## config.mk

```make
export PLATFORM = sky130hd
export DESIGN_NAME = priority_stream_sorter
export DESIGN_NICKNAME = d
export VERILOG_FILES = /design/src/rtl/priority_stream_sorter_pkg.sv /design/src/rtl/priority_stream_sorter_slot.sv /design/src/rtl/priority_stream_sorter.sv
export SDC_FILE = /design/constraint.sdc
export NUM_CORES = 2
export LEC_CHECK = 0
export CAP_MARGIN = 20
export CORE_UTILIZATION = 30
export CTS_CLUSTER_DIAMETER = 120
export DETAILED_ROUTE_END_ITERATION = 6
export GPL_TIMING_DRIVEN = 0
export PLACE_DENSITY_LB_ADDON = 0.25
export SETUP_SLACK_MARGIN = 0.15
export SYNTH_ARGS = -nofsm -noshare
export SYNTH_HDL_FRONTEND = slang
export SYNTH_SLANG_ARGS = --single-unit
export TNS_END_PERCENT = 20
```

## constraint.sdc

```tcl
create_clock -name clk_in -period 13.6 [get_ports clk_in]
set_clock_uncertainty 0.1 [all_clocks]
set_input_delay 2.04 -clock clk_in [delete_from_list [all_inputs] [get_ports clk_in]]
set_output_delay 2.04 -clock clk_in [all_outputs]
set_load 0.03 [all_outputs]
```

## src/rtl/priority_stream_sorter_pkg.sv

```systemverilog
// Shared types and helpers for the priority stream sorter: slot operations,
// the key ordering predicate and a saturating counter increment.
package priority_sorter_pkg;

  typedef enum logic [2:0] {
    OP_HOLD,
    OP_LOAD,
    OP_FROM_LO,
    OP_FROM_HI,
    OP_CLEAR
  } slot_op_e;

  // Strict ordering: equal keys are never better, which keeps inserts stable.
  function automatic logic better(input logic [31:0] a, input logic [31:0] b,
                                  input logic desc);
    return desc ? (a > b) : (a < b);
  endfunction

  function automatic logic [31:0] sat_inc(input logic [31:0] v, input int unsigned bits);
    logic [31:0] maxv;
    maxv = (bits >= 32) ? '1 : ((32'd1 << bits) - 32'd1);
    return (v >= maxv) ? v : v + 32'd1;
  endfunction

endpackage

```

## src/rtl/priority_stream_sorter_slot.sv

```systemverilog
// One entry of the sorted array; the top decides per cycle which source it loads.
module sorter_slot
  import priority_sorter_pkg::*;
#(
  parameter int KEY_BITS   = 8,
  parameter int VALUE_BITS = 15
) (
  input  logic                  clk_in,
  input  logic                  rst_in,
  input  logic [2:0]            op_in,
  input  logic [KEY_BITS-1:0]   new_key,
  input  logic [VALUE_BITS-1:0] new_value,
  input  logic [KEY_BITS-1:0]   lo_key,
  input  logic [VALUE_BITS-1:0] lo_value,
  input  logic [KEY_BITS-1:0]   hi_key,
  input  logic [VALUE_BITS-1:0] hi_value,
  output logic [KEY_BITS-1:0]   key_out,
  output logic [VALUE_BITS-1:0] value_out
);

  always_ff @(posedge clk_in) begin
    if (rst_in) begin
      key_out   <= '0;
      value_out <= '0;
    end else begin
      case (slot_op_e'(op_in))
        OP_LOAD:    begin key_out <= new_key; value_out <= new_value; end
        OP_FROM_LO: begin key_out <= lo_key;  value_out <= lo_value;  end
        OP_FROM_HI: begin key_out <= hi_key;  value_out <= hi_value;  end
        OP_CLEAR:   begin key_out <= '0;      value_out <= '0;        end
        default:    ;
      endcase
    end
  end

endmodule

```

## src/rtl/priority_stream_sorter.sv

```systemverilog
// Single-cycle sorted insert buffer with top-K eviction, same-cycle pop,
// flush and a saturating drop counter. Entry 0 is always the best item.
module priority_stream_sorter
  import priority_sorter_pkg::*;
#(
  parameter int MAX_LEN    = 32,
  parameter int KEY_BITS   = 8,
  parameter int VALUE_BITS = 15,
  parameter int DESCENDING = 1,
  parameter int DROP_BITS  = 16
) (
  input  logic                            clk_in,
  input  logic                            rst_in,
  input  logic                            flush_in,
  input  logic                            valid_in,
  input  logic [KEY_BITS-1:0]             key_in,
  input  logic [VALUE_BITS-1:0]           value_in,
  input  logic                            head_ready_in,
  output logic                            head_valid_out,
  output logic [KEY_BITS-1:0]             head_key_out,
  output logic [VALUE_BITS-1:0]           head_value_out,
  output logic [MAX_LEN*KEY_BITS-1:0]     keys_out,
  output logic [MAX_LEN*VALUE_BITS-1:0]   values_out,
  output logic [$clog2(MAX_LEN+1)-1:0]    count_out,
  output logic                            full_out,
  output logic                            empty_out,
  output logic [DROP_BITS-1:0]            drop_count_out
);

  localparam int CW = $clog2(MAX_LEN + 1);

  logic [MAX_LEN-1:0][KEY_BITS-1:0]   key_q;
  logic [MAX_LEN-1:0][VALUE_BITS-1:0] val_q;
  logic [MAX_LEN-1:0]                 ahead;
  logic [CW-1:0]                      count_q, pos, qpos;
  logic [DROP_BITS-1:0]               drop_q;
  logic [31:0]                        drop_inc;
  logic                               full, pop, ins;

  assign full     = (count_q == CW'(MAX_LEN));
  assign pop      = head_ready_in && (count_q != '0);
  assign ins      = valid_in;
  assign drop_inc = sat_inc(32'(drop_q), DROP_BITS);

  // Thermometer of valid entries that stay ahead of the new item.
  always_comb begin
    pos = '0;
    for (int i = 0; i < MAX_LEN; i++) pos = pos + {{(CW-1){1'b0}}, ahead[i]};
    qpos = (pos == '0) ? '0 : pos - CW'(1);
  end

  for (genvar i = 0; i < MAX_LEN; i++) begin : g_slot
    logic [KEY_BITS-1:0]   lo_key, hi_key;
    logic [VALUE_BITS-1:0] lo_val, hi_val;
    slot_op_e              op;

    assign ahead[i] = (CW'(i) < count_q) &&
                      !better(32'(key_in), 32'(key_q[i]), DESCENDING != 0);

    if (i == 0) begin : g_lo0
      assign lo_key = '0;
      assign lo_val = '0;
    end else begin : g_lo
      assign lo_key = key_q[i-1];
      assign lo_val = val_q[i-1];
    end
    // The last slot pulls zeros on a pop, clearing the vacated entry.
    if (i == MAX_LEN-1) begin : g_hiN
      assign hi_key = '0;
      assign hi_val = '0;
    end else begin : g_hi
      assign hi_key = key_q[i+1];
      assign hi_val = val_q[i+1];
    end

    always_comb begin
      op = OP_HOLD;
      if (flush_in) begin
        op = OP_CLEAR;
      end else if (ins && pop) begin
        if (CW'(i) < qpos)       op = OP_FROM_HI;
        else if (CW'(i) == qpos) op = OP_LOAD;
      end else if (pop) begin
        op = OP_FROM_HI;
      end else if (ins && pos != CW'(MAX_LEN)) begin
        // When full this shifts the worst entry out of the last slot.
        if (CW'(i) == pos)      op = OP_LOAD;
        else if (CW'(i) > pos)  op = OP_FROM_LO;
      end
    end

    sorter_slot #(.KEY_BITS(KEY_BITS), .VALUE_BITS(VALUE_BITS)) u_slot (
      .clk_in    (clk_in),
      .rst_in    (rst_in),
      .op_in     (op),
      .new_key   (key_in),
      .new_value (value_in),
      .lo_key    (lo_key),
      .lo_value  (lo_val),
      .hi_key    (hi_key),
      .hi_value  (hi_val),
      .key_out   (key_q[i]),
      .value_out (val_q[i])
    );
  end

  always_ff @(posedge clk_in) begin
    if (rst_in) begin
      count_q <= '0;
      drop_q  <= '0;
    end else if (flush_in) begin
      count_q <= '0;
    end else begin
      if (pop && !ins)              count_q <= count_q - CW'(1);
      else if (ins && !pop && !full) count_q <= count_q + CW'(1);
      if (ins && !pop && full)      drop_q  <= drop_inc[DROP_BITS-1:0];
    end
  end

  assign head_valid_out = (count_q != '0);
  assign head_key_out   = key_q[0];
  assign head_value_out = val_q[0];
  assign keys_out       = key_q;
  assign values_out     = val_q;
  assign count_out      = count_q;
  assign full_out       = full;
  assign empty_out      = (count_q == '0);
  assign drop_count_out = drop_q;

endmodule
```

---- Word level (Yosys, flattened, before mapping) ----
Index checks and enable logic that the tools add are counted.
W data, S select, Z words.
word-level totals
  bits in registers ....................... 758
  latch bits .............................. 0
  bits in writable memories ............... 0
  ROM bits ................................ 0
  bits of input ports ..................... 28
  output and inout bits ................... 784
  logic and storage cells ................. 862
  memories kept ........................... 0
operators by class
  add/sub/neg operators ................... 35
  multipliers ............................. 0
  div/mod/pow operators ................... 0
  order comparisons ....................... 129
  equality and inequality tests ........... 192
  shift-type cells ........................ 0
  muxes and demuxes ....................... 323
  bitwise operators ....................... 2
  reduce and logical (&&, ||, !) cells .... 115
operator list
  kind                  count
  $pmux W15 S4          30
  $pmux W8 S4           30
  $mux W2               160
  $gt A8 B8 Y1          32
  $eq A3 B2 Y1 const B  64
  $eq A5 B6 Y1 const A  32
  $lt A5 B6 Y1 const A  32
  $mux W3               64
  $add A6 B1 Y6         26
  $reduce_bool A4 Y1    30
  $eq A3 B1 Y1 const B  32
  $eq A3 B3 Y1 const B  32
  $eq A4 B6 Y1 const A  16
  $gt A5 B6 Y1 const A  16
  $lt A4 B6 Y1 const A  16
  $pmux W15 S3          2
  $eq A3 B6 Y1 const A  8
  $gt A4 B6 Y1 const A  8
  $lt A3 B6 Y1 const A  8
  $pmux W8 S3           2
  $logic_and A1 B1 Y1   39
  $logic_not A1 Y1      35
  $mux W1               32
  $eq A2 B6 Y1 const A  4
  25 further kinds      46

---- Depth between registers and ports, before layout ----
  depth after elaboration ................. 44
  depth in mapped cells ................... 38
  gate-level depth less buffers ........... 32

---- Hierarchy ----
From an unflattened synthesis, not the netlist that was laid out.
unflattened totals
  cells, all modules ...................... 6542
  area, all modules ....................... 61890.6 um2
modules (own cells, without submodules)
  module                               instances  cells each  area each (um2)  sequential area each (um2)
  sorter_slot (g_slot[19].u_slot ...)  22         156         1550.2           460.4
  sorter_slot (g_slot[0].u_slot ...)   9          163         1746.7           460.4
  priority_stream_sorter               1          1484        10468.8          440.4
  sorter_slot (g_slot[18].u_slot)      1          159         1596.5           460.4

---- Least setup slack after synthesis ----
Ideal clock, no wire load.
  path kind ............................... input port to flip-flop
  start ................................... input key_in[0]
  end ..................................... register g_slot[8].u_slot.value_out[6]
  setup time .............................. 0.128 ns
  arrival ................................. 10.533 ns
  required time ........................... 13.372 ns
  slack ................................... 2.840 ns
  stages on the path ...................... 35
  path buffers ............................ 4
  cells stage by stage .................... clkbuf_1 inv_1 ha_1 nor2b_1 o21a_1 o21ai_0 nand2b_1 a21oi_1 o21ai_0 o21ai_0 o21ai_0 fa_1 fa_1 inv_1 fa_1 inv_1 fa_1 fa_1 fa_1 inv_1 ha_1 inv_1 fa_1 clkbuf_1 nor2b_1 nand2_1 a311oi_1 or2_2 o211ai_1 buf_2 o21ai_2 clkbuf_1 mux2_2 a222oi_1 nor2_1
on the way
  cells in the longest elaborated chain, start to end .. 43
  elaborated cells between the ends (all ways) .. 150
  classes of those cells .................. 32 x add/sub; 34 x order compare; 7 x eq/ne; 10 x mux; 67 x reduce/logical
RTL lines
  item                                                                   RTL line                           RTL
  start, declared                                                        priority_stream_sorter.sv:16       input logic [KEY_BITS-1:0] key_in,
  $gt A8 B8 Y1                                                           priority_stream_sorter_pkg.sv:16   return desc ? (a > b) : (a < b);
  $logic_not A1 Y1                                                       priority_stream_sorter.sv:58       !better(32'(key_in), 32'(key_q[i]), DESCENDING != 0);
  $logic_and A1 B1 Y1                                                    priority_stream_sorter.sv:57       assign ahead[i] = (CW'(i) < count_q) &&
  $add A1 B1 Y2                                                          priority_stream_sorter.sv:48       for (int i = 0; i < MAX_LEN; i++) pos = pos + {{(CW-1){1'b0}}, ahead[i]};
  $add A2 B1 Y3                                                          priority_stream_sorter.sv:48
  $add A3 B1 Y4                                                          priority_stream_sorter.sv:48
  $add A4 B1 Y5                                                          priority_stream_sorter.sv:48
  $add A5 B1 Y6                                                          priority_stream_sorter.sv:48
  $add A6 B1 Y6 (25 in a row)                                            priority_stream_sorter.sv:48
  $add A6 B1 Y6 *                                                        priority_stream_sorter.sv:48
  parallel branches: the longest is 5 deep, another holds $sub A6 B1 Y6  n/a
  $mux W3 *                                                              priority_stream_sorter.sv:80       end else if (ins && pop) begin
  $mux W3 *                                                              priority_stream_sorter.sv:78       if (flush_in) begin
  $eq A3 B3 Y1 (tied with other cells)                                   priority_stream_sorter_slot.sv:26  case (slot_op_e'(op_in))
  $pmux W15 S4 or $reduce_bool A4 Y1 (tied branches)                     n/a
  end signal, assigned                                                   priority_stream_sorter_slot.sv:27  OP_LOAD: begin key_out <= new_key; value_out <= new_value; end
  end signal, assigned                                                   priority_stream_sorter_slot.sv:28  OP_FROM_LO: begin key_out <= lo_key; value_out <= lo_value; end
  end signal, assigned                                                   priority_stream_sorter_slot.sv:29  OP_FROM_HI: begin key_out <= hi_key; value_out <= hi_value; end
  end, declared                                                          priority_stream_sorter_slot.sv:18  output logic [VALUE_BITS-1:0] value_out
Every way passes the cells marked *.
A chain may end at the register's enable or synchronous reset.

---- Worst setup path in the final report ----
  start ................................... input key_in[0]
  end ..................................... register g_slot[26].u_slot.value_out[9]
on the way
  cells in the longest elaborated chain, start to end .. 43
  elaborated cells between the ends (all ways) .. 150
  classes of those cells .................. 32 x add/sub; 34 x order compare; 7 x eq/ne; 10 x mux; 67 x reduce/logical
RTL lines
  item                                                                   RTL line
  $gt A8 B8 Y1                                                           priority_stream_sorter_pkg.sv:16
  $logic_not A1 Y1                                                       priority_stream_sorter.sv:58
  $logic_and A1 B1 Y1                                                    priority_stream_sorter.sv:57
  $add A1 B1 Y2                                                          priority_stream_sorter.sv:48
  $add A2 B1 Y3                                                          priority_stream_sorter.sv:48
  $add A3 B1 Y4                                                          priority_stream_sorter.sv:48
  $add A4 B1 Y5                                                          priority_stream_sorter.sv:48
  $add A5 B1 Y6                                                          priority_stream_sorter.sv:48
  $add A6 B1 Y6 (25 in a row)                                            priority_stream_sorter.sv:48
  $add A6 B1 Y6 *                                                        priority_stream_sorter.sv:48
  parallel branches: the longest is 5 deep, another holds $sub A6 B1 Y6  n/a
  $mux W3 *                                                              priority_stream_sorter.sv:80
  $mux W3 *                                                              priority_stream_sorter.sv:78
  $eq A3 B3 Y1 (tied with other cells)                                   priority_stream_sorter_slot.sv:26
  $pmux W15 S4 or $reduce_bool A4 Y1 (tied branches)                     n/a
  end signal, assigned                                                   priority_stream_sorter_slot.sv:27
  end signal, assigned                                                   priority_stream_sorter_slot.sv:28
  end signal, assigned                                                   priority_stream_sorter_slot.sv:29
  end, declared                                                          priority_stream_sorter_slot.sv:18
Marks and branches as above.

==> metrics.md <==
| Metric | Value |
|---|---|
| Status | complete, no violations |
| Initial antenna violation count | 40 |
| Routed WL | 328000 microns |
| Drt drc | 0 |
| Clock Tree Root | clkbuf_16 |
| Final min period | 13.38 ns |
| Relative slew slack | 13.7% |
| Clk buf depth | 3 |
| Tot Pwr | 0.00728 W |
| Per-cell routed wire length | 38.7 microns |
| CP endpoint kind | flop |
| Clock slew at reported path FFs | 0.06 ns |
| Pleak | 23.1 nW |
| Final ANT Viol Nets | 0 |
| Unrepaired setup endpoints after global routing | true |
| CP dominant cell by count | fa_1 |
| Post-synth EDFFs | 0 |
| Worst-skew pair later-pin latency | 0.74 ns |
| Site Rows | 145 |
| Synth cell types | 94 |
| Number of global-route vias before repair | 49800 |
| Syn nets | 5697 |
| Die width | 399 microns |
| H-tree depth | 3 |
| Period utilization | 98.4% |
| Slowest stage cell, crit path | nor4_4 |
| Hold WC Path Type | reg2reg |
| Avg Vias per Cell | 6.37 |
| Iter 0 DRT Violations | 8148 |
| GR Overflow Total | 0 |
| Final hold violations | 0 |
| Reg2reg path depth | 34 |
| Layout Nets | 6651 |
| Share of post-route cells with drive strength above 1 | 8.71% |
| Synth Cell Area | 47400 sq um |
| Fin. max-slew vios | 0 |
| VDD IR-drop max | 0.0963 mV |
| Critical Path AT | 13.94 ns |
| Syn-to-layout area delta | 31.4% |
| WP data required | 14.16 ns |
| Critical Path Source Type | primary input |
| P per Cell Area | 117 nW/um^2 |
| Cell Count Post-Placement | 8287 |
| Fill count | 15900 |
| Total core area | 157000 sq um |
| Die height | 399 microns |
| CP peak stage delay | 0.73 ns |
| Fin cells | 8476 |
| Avg Inst Size Synth | 8.82 sq um |
| CTS Sinks | 758 |
| Die area | 160000 sq um |
| Pin count of the biggest net entering global routing | 37 |
| Hold depth | 2 |
| WS Path Type | in2reg |
| Sequential element share of the synthesized area | 32.0% |
| CP max FO | 21 |
| Most used flip-flop cell after synthesis | dfxtp_1 |
| Max Clock Freq | 0.0747 GHz |
| CTS tree | built |
| Slew @ Worst Pin | 1.29 ns |
| Cts bufs inserted | 91 |
| Seq cells post-synth | 758 |
| Starting Density | 30.3% |
| Synth Instances | 5374 |
| First-pass GRT wire length | 433000 microns |
| Dpl hpwl | 256000 microns |
| Syn. warnings | 0 |
| First-pass detailed-route iteration total | 7 |
| Final GP Congestion | 1.04 |
| Final setup fails | 0 |
| # Max-Cap Violations | 0 |
| CTS Hold Buffers Added | 0 |
| IO buf count | 808 |
| Async set-reset flop share out of synthesis | 0% |
| Total number of vias | 54000 |
| I/O pin count | 812 |
| GR Util All Layers | 39.4% |
-- placed cells by master (no fill, tap or decap), types with 116 or more instances in the layout --
cell	count
nand2_1	305
buf_2	116
clkdlybuf4s50_1	801
dfxtp_1	758
a211oi_1	212
clkbuf_1	275
ha_1	271
nor2_1	317
o22ai_1	279
inv_1	295
a21oi_1	229
o21ai_0	217
mux2i_1	664
-- worst max-delay path: cells and delay by family --
kind,cells,cell delay [ns]
AND/OR/NAND/NOR,6,1.99
AO/OA/AOI/OAI,9,1.84
buffers and inverters,11,3.24
adder cells (fa/ha/maj),10,4.72
-- final cells by class --
class	count	area, sq um	area share (%)
well taps	2058	2570	4.13
repair buffers	861	9000	14.5
inverters	297	1120	1.79
multi-input cells	3820	29000	46.5
flip-flops and latches	758	15200	24.4
clock buffers	123	2620	4.20
clock inverters	40	523	0.840
plain buffers	499	2240	3.59
diodes	20	50.0	0.0803
-- timing repair --
| item | CTS | global route |
|---|---|---|
| pin swaps | 0 | 1 |
| gates resized for setup | 1 | 10 |
| buffers inserted | 0 | 3 |
| endpoints found under the setup margin | 4 | 212 |
| hold endpoints to repair | 0 | 0 |
-- cell families after synthesis --
group / after synthesis / share of synthesized area [%]
multiplexers: 752 / 17.5
buffers and inverters: 796 / 6.91
AND/OR/NAND/NOR: 1202 / 12.3
XOR/XNOR: 23 / 0.515
adder cells (fa/ha/maj): 295 / 8.17
AO/OA/AOI/OAI: 1548 / 22.6
flip-flops: 758 / 32.0
-- per-stage QoR --
| step | hold WS [ns] | setup TNS, ns | area [sq um] | utilization (%) | worst slack (ns) |
|---|---|---|---|---|---|
| 6_report | 0.422 | 0 | 62300 | 39.8 | 0.222 |
| 5_1_grt | 0.475 | 0 | 62300 | 39.8 | 0.0180 |
| 4_1_cts | 0.417 | 0 | 62200 | 39.7 | 0.312 |
| 3_5_place_dp | 0.402 | -57.13 | 59000 | 37.7 | -0.587 |
| 3_3_place_gp | 0.386 | -1860.30 | 58100 | 37.1 | -3.09 |
| 2_1_floorplan | 0.502 | 0 | 47400 | - | 2.84 |
-- registers in the layout, summed over array words and instances (netlist names) --
| signal | cells |
|---|---|
| count_out | 6 |
| drop_count_out | 16 |
| g_slot.u_slot.key_out | 256 |
| g_slot.u_slot.value_out | 480 |
-- cells in the mapped netlist (59+ instances only) --
cell      instances  share of area, %
nand3_1          98               1.0
mux2i_1         664                14
inv_1           296               2.3
a21oi_1         230               2.4
nor3_1           89              0.94
o21ai_0         218               2.3
clkbuf_1        324               2.6
a211oi_1        212               3.4
buf_2           111               1.2
dfxtp_1         758                32
nand2_1         306               2.4
nor2_1          317               2.5
a21o_1           60              0.95
nor2b_1          72              0.95
mux4_2           59               2.8
nand4_1          72              0.95
ha_1            271               7.2
o22ai_1         279               3.7
a22oi_1          84               1.3
and2_1           95               1.3
-- where the power goes --
| part | total [W] | internal (W) | switching [W] |
|---|---|---|---|
| clock | 0.00268 | 0.00156 | 0.00112 |
| combinational | 0.00207 | 0.000681 | 0.00139 |
| sequential | 0.00252 | 0.00231 | 0.000212 |
-- worst paths after layout --
kind | startpoint | slack (ns) | to
worst max-delay path | key_in[0] | 0.22 | g_slot[26].u_slot.value_out[9]
worst min-delay path | drop_count_out[15] | 0.42 | drop_count_out[15]
worst min register to register | drop_count_out[15] | 0.42 | drop_count_out[15]
worst max register to register | g_slot[23].u_slot.key_out[1] | 2.23 | g_slot[26].u_slot.value_out[9]
-- routing by layer --
layer  GRT usage [%]  vias to the layer above  share of wire [%]
met5               0                        -              0.018
met4            26.8                        8                7.9
met3            11.3                      913                 12
met2            58.6                     4137                 42
met1            48.9                    26900                 38
li1                -                    22000                  -
(Power assumes the default switching activity.)
